**config.mk**
```make
export PLATFORM = sky130hd
export DESIGN_NAME = crypt_sequencer
export DESIGN_NICKNAME = d
export VERILOG_FILES = /design/src/rtl/crypt_sequencer.sv
export SDC_FILE = /design/constraint.sdc
export NUM_CORES = 1
export LEC_CHECK = 0
export ABC_AREA = 1
export CELL_PAD_IN_SITES_DETAIL_PLACEMENT = 1
export CELL_PAD_IN_SITES_GLOBAL_PLACEMENT = 1
export CORE_ASPECT_RATIO = 1.75
export CORE_MARGIN = 1.5
export CORE_UTILIZATION = 35
export CTS_BUF_LIST = sky130_fd_sc_hd__clkbuf_8
export CTS_CLUSTER_DIAMETER = 40
export DETAILED_ROUTE_END_ITERATION = 6
export GPL_TIMING_DRIVEN = 0
export PLACE_DENSITY = 0.88
export SETUP_SLACK_MARGIN = 0.02
export SLEW_MARGIN = 20
export SYNTH_ARGS = -nofsm -noshare
export SYNTH_HDL_FRONTEND = slang
export SYNTH_SLANG_ARGS = --single-unit
```
**constraint.sdc**
```tcl
create_clock -name clk -period 25.5 [get_ports clk]
set_input_delay 5.1 -clock clk [delete_from_list [all_inputs] [get_ports clk]]
set_output_delay 5.1 -clock clk [all_outputs]
set_load 0.02 [all_outputs]
```
**src/rtl/crypt_sequencer.sv**
```systemverilog
// Encrypt-then-MAC control sequencer.
// Deserialises salt, password and message bytes into shift registers, hands
// them to the KDF, AES and HMAC engines, then streams the ciphertext block
// followed by the HMAC tag onto the byte output, least significant byte first.
//
// state    | meaning
// ---------+-------------------------------------------------------------
// IDLE     | no key loaded; waiting for the first salt byte
// KEY_IN   | shifting in salt then password bytes as one contiguous burst
// KDF      | key derivation running; waiting for kdf_done
// MSG_WAIT | key held; waiting for the first byte of a message block
// MSG_IN   | shifting in the message block
// AES      | block cipher running; waiting for aes_done
// OUT_CT   | streaming ciphertext bytes
// GAP      | output idle; waiting for the HMAC tag to be latched
// OUT_MAC  | streaming tag bytes
module crypt_sequencer #(
   parameter int SALT_BYTES = 16,
   parameter int PW_BYTES   = 15,
   parameter int BLK_BYTES  = 16,
   parameter int TAG_BYTES  = 32
) (
   input  logic                    clk,
   input  logic                    rst,
   input  logic                    i_start,
   input  logic [7:0]              i_data,
   input  logic                    i_mode,
   output logic [7:0]              o_data,
   output logic                    o_valid,
   output logic                    o_ien,
   output logic                    cfg_mode,
   output logic                    kdf_start,
   input  logic                    kdf_done,
   output logic [8*SALT_BYTES-1:0] salt_q,
   output logic [8*PW_BYTES-1:0]   pw_q,
   output logic                    aes_start,
   input  logic                    aes_done,
   input  logic [8*BLK_BYTES-1:0]  aes_ct,
   output logic [8*BLK_BYTES-1:0]  msg_q,
   output logic                    hmac_start,
   input  logic                    hmac_done,
   input  logic [8*TAG_BYTES-1:0]  hmac_tag
);

   localparam logic [3:0] IDLE     = 4'd0;
   localparam logic [3:0] KEY_IN   = 4'd1;
   localparam logic [3:0] KDF      = 4'd2;
   localparam logic [3:0] MSG_WAIT = 4'd3;
   localparam logic [3:0] MSG_IN   = 4'd4;
   localparam logic [3:0] AES      = 4'd5;
   localparam logic [3:0] OUT_CT   = 4'd6;
   localparam logic [3:0] GAP      = 4'd7;
   localparam logic [3:0] OUT_MAC  = 4'd8;

   localparam int KEY_BYTES = SALT_BYTES + PW_BYTES;

   // One shared byte counter serves key capture, message capture and both
   // output bursts; six bits cover the longest of them (32 tag bytes).
   localparam logic [5:0] KEY_LAST = 6'(KEY_BYTES - 1);
   localparam logic [5:0] SALT_N   = 6'(SALT_BYTES);
   localparam logic [5:0] BLK_LAST = 6'(BLK_BYTES - 1);
   localparam logic [5:0] BLK_N    = 6'(BLK_BYTES);
   localparam logic [5:0] TAG_N    = 6'(TAG_BYTES);

   logic [3:0]               state;
   logic [5:0]               cnt;
   logic [8*BLK_BYTES-1:0]   ct_q;
   logic [8*TAG_BYTES-1:0]   tag_q;
   logic                     tag_rdy;
   logic                     hmac_pend;
   logic [8*BLK_BYTES-1:0]   ct_sh;
   logic [8*TAG_BYTES-1:0]   tag_sh;

   // Select the output byte addressed by the burst counter.
   always_comb begin
      ct_sh  = ct_q >> {cnt, 3'b000};
      tag_sh = tag_q >> {cnt, 3'b000};
   end

   // Sequencer state, capture registers and registered outputs.
   always_ff @(posedge clk or posedge rst) begin
      if (rst) begin
         state      <= IDLE;
         cnt        <= '0;
         salt_q     <= '0;
         pw_q       <= '0;
         msg_q      <= '0;
         ct_q       <= '0;
         tag_q      <= '0;
         tag_rdy    <= 1'b0;
         hmac_pend  <= 1'b0;
         cfg_mode   <= 1'b0;
         o_data     <= '0;
         o_valid    <= 1'b0;
         o_ien      <= 1'b0;
         kdf_start  <= 1'b0;
         aes_start  <= 1'b0;
         hmac_start <= 1'b0;
      end else begin
         kdf_start  <= 1'b0;
         aes_start  <= 1'b0;
         hmac_start <= 1'b0;

         // The tag can arrive at any point between hmac_start and OUT_MAC
         // entry, so it is caught here independently of the state decode.
         if (hmac_pend && hmac_done) begin
            tag_q     <= hmac_tag;
            tag_rdy   <= 1'b1;
            hmac_pend <= 1'b0;
         end

         case (state)
            IDLE: begin
               if (i_start) begin
                  salt_q   <= {salt_q[8*SALT_BYTES-9:0], i_data};
                  pw_q     <= '0;
                  cfg_mode <= i_mode;
                  o_ien    <= 1'b1;
                  cnt      <= 6'd1;
                  state    <= KEY_IN;
               end
            end
            KEY_IN: begin
               if (i_start) begin
                  if (cnt < SALT_N) salt_q <= {salt_q[8*SALT_BYTES-9:0], i_data};
                  else              pw_q   <= {pw_q[8*PW_BYTES-9:0], i_data};
                  if (cnt == KEY_LAST) begin
                     kdf_start <= 1'b1;
                     cnt       <= '0;
                     state     <= KDF;
                  end else begin
                     cnt <= cnt + 6'd1;
                  end
               end else begin
                  // Truncated key burst: drop everything and start over.
                  salt_q <= '0;
                  pw_q   <= '0;
                  o_ien  <= 1'b0;
                  cnt    <= '0;
                  state  <= IDLE;
               end
            end
            KDF: begin
               if (kdf_done) begin
                  o_ien <= 1'b0;
                  cnt   <= '0;
                  state <= MSG_WAIT;
               end
            end
            MSG_WAIT: begin
               if (i_start) begin
                  msg_q <= {msg_q[8*BLK_BYTES-9:0], i_data};
                  cnt   <= 6'd1;
                  state <= MSG_IN;
               end else begin
                  cnt <= '0;
               end
            end
            MSG_IN: begin
               if (i_start) begin
                  msg_q <= {msg_q[8*BLK_BYTES-9:0], i_data};
                  if (cnt == BLK_LAST) begin
                     aes_start <= 1'b1;
                     cnt       <= '0;
                     state     <= AES;
                  end else begin
                     cnt <= cnt + 6'd1;
                  end
               end else begin
                  cnt   <= '0;
                  state <= MSG_WAIT;
               end
            end
            AES: begin
               if (aes_done) begin
                  // Byte 0 is presented straight from aes_ct so the burst
                  // starts on the same cycle hmac_start pulses.
                  ct_q       <= aes_ct;
                  hmac_start <= 1'b1;
                  hmac_pend  <= 1'b1;
                  tag_rdy    <= 1'b0;
                  o_ien      <= 1'b1;
                  o_valid    <= 1'b1;
                  o_data     <= aes_ct[7:0];
                  cnt        <= 6'd1;
                  state      <= OUT_CT;
               end
            end
            OUT_CT: begin
               if (cnt == BLK_N) begin
                  o_valid <= 1'b0;
                  o_data  <= '0;
                  cnt     <= '0;
                  state   <= GAP;
               end else begin
                  o_data <= ct_sh[7:0];
                  cnt    <= cnt + 6'd1;
               end
            end
            GAP: begin
               // Entering GAP always drops o_valid for at least this cycle,
               // so the tag burst gets its own rising edge.
               if (tag_rdy) begin
                  tag_rdy <= 1'b0;
                  o_valid <= 1'b1;
                  o_data  <= tag_q[7:0];
                  cnt     <= 6'd1;
                  state   <= OUT_MAC;
               end
            end
            OUT_MAC: begin
               if (cnt == TAG_N) begin
                  o_valid <= 1'b0;
                  o_data  <= '0;
                  o_ien   <= 1'b0;
                  cnt     <= '0;
                  state   <= MSG_WAIT;
               end else begin
                  o_data <= tag_sh[7:0];
                  cnt    <= cnt + 6'd1;
               end
            end
            default: begin
               state <= IDLE;
            end
         endcase
      end
   end

endmodule
```
==> reports/summary.md <==
For the worst setup path, the data arrival time is 2190 ps. The mean post-synth cell area is 8.60 sq um. The flop and latch count out of synthesis was 786.

The logs give 0.236 for the part of the total power dissipated in the clock network and 33,758 for the number of vias after detailed routing. The worst setup path is launched from a flip-flop. Transition time at the pin with the least slew margin: 1150 ps.

Among all flip-flop cells after synthesis, the most frequent one is sky130_fd_sc_hd__dfrtp_1. Proportion of register bits with asynchronous set or reset after synthesis: 1.00. After layout, the minimum clock period comes to 7290 ps. Max-cap violations in this run came to 0. The count of yosys warnings during synthesis came out at 0. The most frequent standard cell in the layout excluding fill and tap cells is sky130_fd_sc_hd__nand2_1. The net count reported at finish is 5,431, and the post-detailed-route via-to-cell ratio is 5.22. The clock passes through at most 3 buffers. The classification of the worst-slack hold path is reg2reg. 789 I/O pins were placed. Across the VDD grid, the largest voltage drop is 0.0000803 V.

The core region is 99,400 sq um. The max-slew headroom at the worst pin was 0.232. The fraction of final layout cells with drive strength greater than 1 is 0.0866.

In this run, CTS created clock tree buffers numbering 132. Dominant delay contributor by cell family on the critical path: buffers and inverters. Hold repair after CTS inserted 0 buffers. The wire length of the first global-routing pass was 241,000 um.

Setup violations remaining at the end of the flow were counted as 0. The startpoint of the worst register-to-register path is cnt[1]. Along the worst path, the maximum fanout reaches 3. Gates resized during post-CTS repair numbered 0. The run gives 0 ps as the setup TNS.

For the part of the total power dissipated in sequential elements, the log shows 0.358. The run gives 32 as the number of unique standard cell types used by synthesis. The top cell types in the final layout, fill and taps aside, are 917 x sky130_fd_sc_hd__nand2_1, 788 x sky130_fd_sc_hd__clkdlybuf4s50_1, 786 x sky130_fd_sc_hd__dfrtp_1.

The combinational fraction of design power is 0.406. In the synthesized netlist, the number of instances is 4,079. Setup repair after global routing left no endpoint under its margin. The total count of max-transition violations in the final report came out at 0. TritonCTS built the clock tree. The run finished with clean final reports.

Fill cells in the final layout number 11,556. Routability-driven placement finished with a final weighted congestion of 0.947. The synthesized design contains 0 enable-type register cells. The run gives 40 as the number of antenna violations at the first check in global routing. The internal power of the cells totals 2.99 mW.

The logs give 5.19 mW for the power after layout and 37,860 for the via count of the first global-routing pass. The chip width was 242 um; the proportion of synthesized chip area in sequential cells was 0.560. For the net count of the mapped netlist, the log shows 4,481. After synthesis the cells add up to 35,100 sq um. The post-route core utilization was 0.484; the switching share of power was 0.424.

Area of the die: 102,000 sq um. Register area: 19,700 sq um. Entering global routing, the biggest net connects 36 pins. In this run the most critical hold path is launched from ct_q[10]. Startpoint of the most critical setup path: salt_q[37]. On the worst path, the slowest cell contributes a delay of 970 ps. The worst-case setup margin in the final layout came out at 18,210 ps. CTS saw 786 sinks. The post-CTS setup buffer count is 0, and the number of port buffers is 788.

The buffer and inverter count on the worst path is 1. Element type at the critical path end: a primary output. The logs give 20,400 ps for the data required time at the worst endpoint and 137 MHz for the highest achievable clock rate. The total iterations of the first detailed-routing run came out at 7. The first-iteration detailed-routing DRC count is 1,809.

Traced cell by cell, the critical path runs through clkdlybuf4s50_1. The worst setup path is of the reg2out kind. The vertical die dimension was 422 um; the count of antenna-violating nets left after detailed routing was 0. At the placement stage, the worst setup path has a slack of 17,330 ps. The number of failing hold endpoints at the final stage was 0. The analysis attributes to net switching a power of 2.20 mW. The tools report the total global routing overflow as 0. Cell at the slowest stage of the critical path: sky130_fd_sc_hd__clkdlybuf4s50_1. In the final layout, the multi-input gates occupy 12,200 sq um. From synthesis to final layout, the design area changed by 37.0%. Setup slack on the worst reg-to-reg path comes out at 22,490 ps.

The routed design has 163,000 um of wire. The tree is rooted in a sky130_fd_sc_hd__clkbuf_8. The initialized floorplan defines 153 standard-cell rows.

For the combined global-route utilization of all metal layers, the log shows 0.316. Part of the cycle the worst path needs: 0.286. Clock-pin slew was measured on the worst setup and hold paths at 50 ps. The clock arrives with 53.5 ps of skew. The detailed-placement wirelength estimate is 126,000 um.

The later pin in the worst-skew pair is clocked with a latency of 860 ps. Power spread over the standard cell area amounts to 108 nW/um^2. The starting density of the core came out at 0.353. Number of H-tree branching levels: 4. In the final routed layout, each cell accounts on average for 25.2 um. In this run the static leakage power is 23.3 nW.

After detailed routing, the number of remaining DRC violations is 0.
-- path summary, 6_finish.rpt --
kind                                   end  cells past startpoint
max in group asynchronous       tag_q[116]                     12
worst max register to register   o_data[2]                     14
worst min register to register    ct_q[10]                      2
worst min-delay path              ct_q[10]                      2
worst max-delay path            salt_q[37]                      1
min in group asynchronous        msg_q[62]                      2
-- area by class of cell --
type | instances | share of cell area
well taps | 1317 | 0.0343
plain buffers | 268 | 0.0271
clock buffers | 168 | 0.0481
clock inverters | 66 | 0.0104
multi-input cells | 2523 | 0.255
inverters | 502 | 0.0393
diodes | 16 | 0.000833
flip-flops and latches | 786 | 0.409
repair buffers | 816 | 0.176
-- metrics by stage --
| stage | cell area, sq um | hold WS, ps | std cells |
|---|---|---|---|
| after global routing | 48100 | 513 | 6457 |
| after detailed placement | 45200 | 458 | 6212 |
| after floorplan | 35100 | 437 | 4079 |
| after CTS | 48000 | 474 | 6446 |
| final | 48100 | 472 | 6462 |
| after global placement | 44600 | 451 | 6184 |
-- logic make-up (layout without fill, tap and decap cells) --
logic type               Yosys count  after routing  share of synthesized area
AND/OR/NAND/NOR                 1834           1834                      0.220
flip-flops                       786            786                      0.560
buffers and inverters            770           1820                     0.0908
AO/OA/AOI/OAI                    525            525                     0.0765
multiplexers                     161            161                     0.0517
adder cells (fa/ha/maj)            3              3                    0.00107
other                              0             16                          0
-- synth_stat cells, types with 2 or more instances --
cell type,instances,area (sq um)
sky130_fd_sc_hd__nor3_2,3,30.0
sky130_fd_sc_hd__buf_2,102,510
sky130_fd_sc_hd__nand2_1,917,3440
sky130_fd_sc_hd__clkbuf_1,106,398
sky130_fd_sc_hd__ha_1,3,37.5
sky130_fd_sc_hd__o211ai_1,16,120
sky130_fd_sc_hd__inv_1,490,1840
sky130_fd_sc_hd__buf_4,15,113
sky130_fd_sc_hd__nor2_2,5,31.3
sky130_fd_sc_hd__nand3_2,2,20.0
sky130_fd_sc_hd__mux2_2,54,608
sky130_fd_sc_hd__dfrtp_1,786,19700
sky130_fd_sc_hd__inv_2,11,41.3
sky130_fd_sc_hd__a21oi_1,242,1210
sky130_fd_sc_hd__nor3_1,4,20.0
sky130_fd_sc_hd__mux2_1,107,1200
sky130_fd_sc_hd__o21ai_0,139,696
sky130_fd_sc_hd__o21ai_1,123,616
sky130_fd_sc_hd__nand2_2,4,25.0
sky130_fd_sc_hd__nand3_1,590,2950
sky130_fd_sc_hd__nor2_1,306,1150
sky130_fd_sc_hd__buf_6,15,169
sky130_fd_sc_hd__buf_1,30,113
-- metal layers --
metal,track usage,vias to the layer above,share of wire
li1,-,14888,-
met1,0.314,16861,0.34
met5,0,-,0.0022
met4,0.251,56,0.090
met3,0.104,624,0.079
met2,0.542,1329,0.49
-- power groups by stage --
stage	registers (mW)	clock network (mW)	logic [mW]
finish	1.86	1.22	2.11
global route	1.89	1.29	2.28
CTS	1.85	1.24	2.10
detailed placement	1.87	0	2.07
global placement	1.86	0	1.97
floorplan	1.90	0	1.11
-- state kept, by name (all words and copies together) (netlist names), 4 cells and up --
signal and cells:
state 4, salt_q 128, tag_q 256, ct_q 128
cnt 6, msg_q 128, o_data 8, pw_q 120
Power figures use the tool's default switching activity.
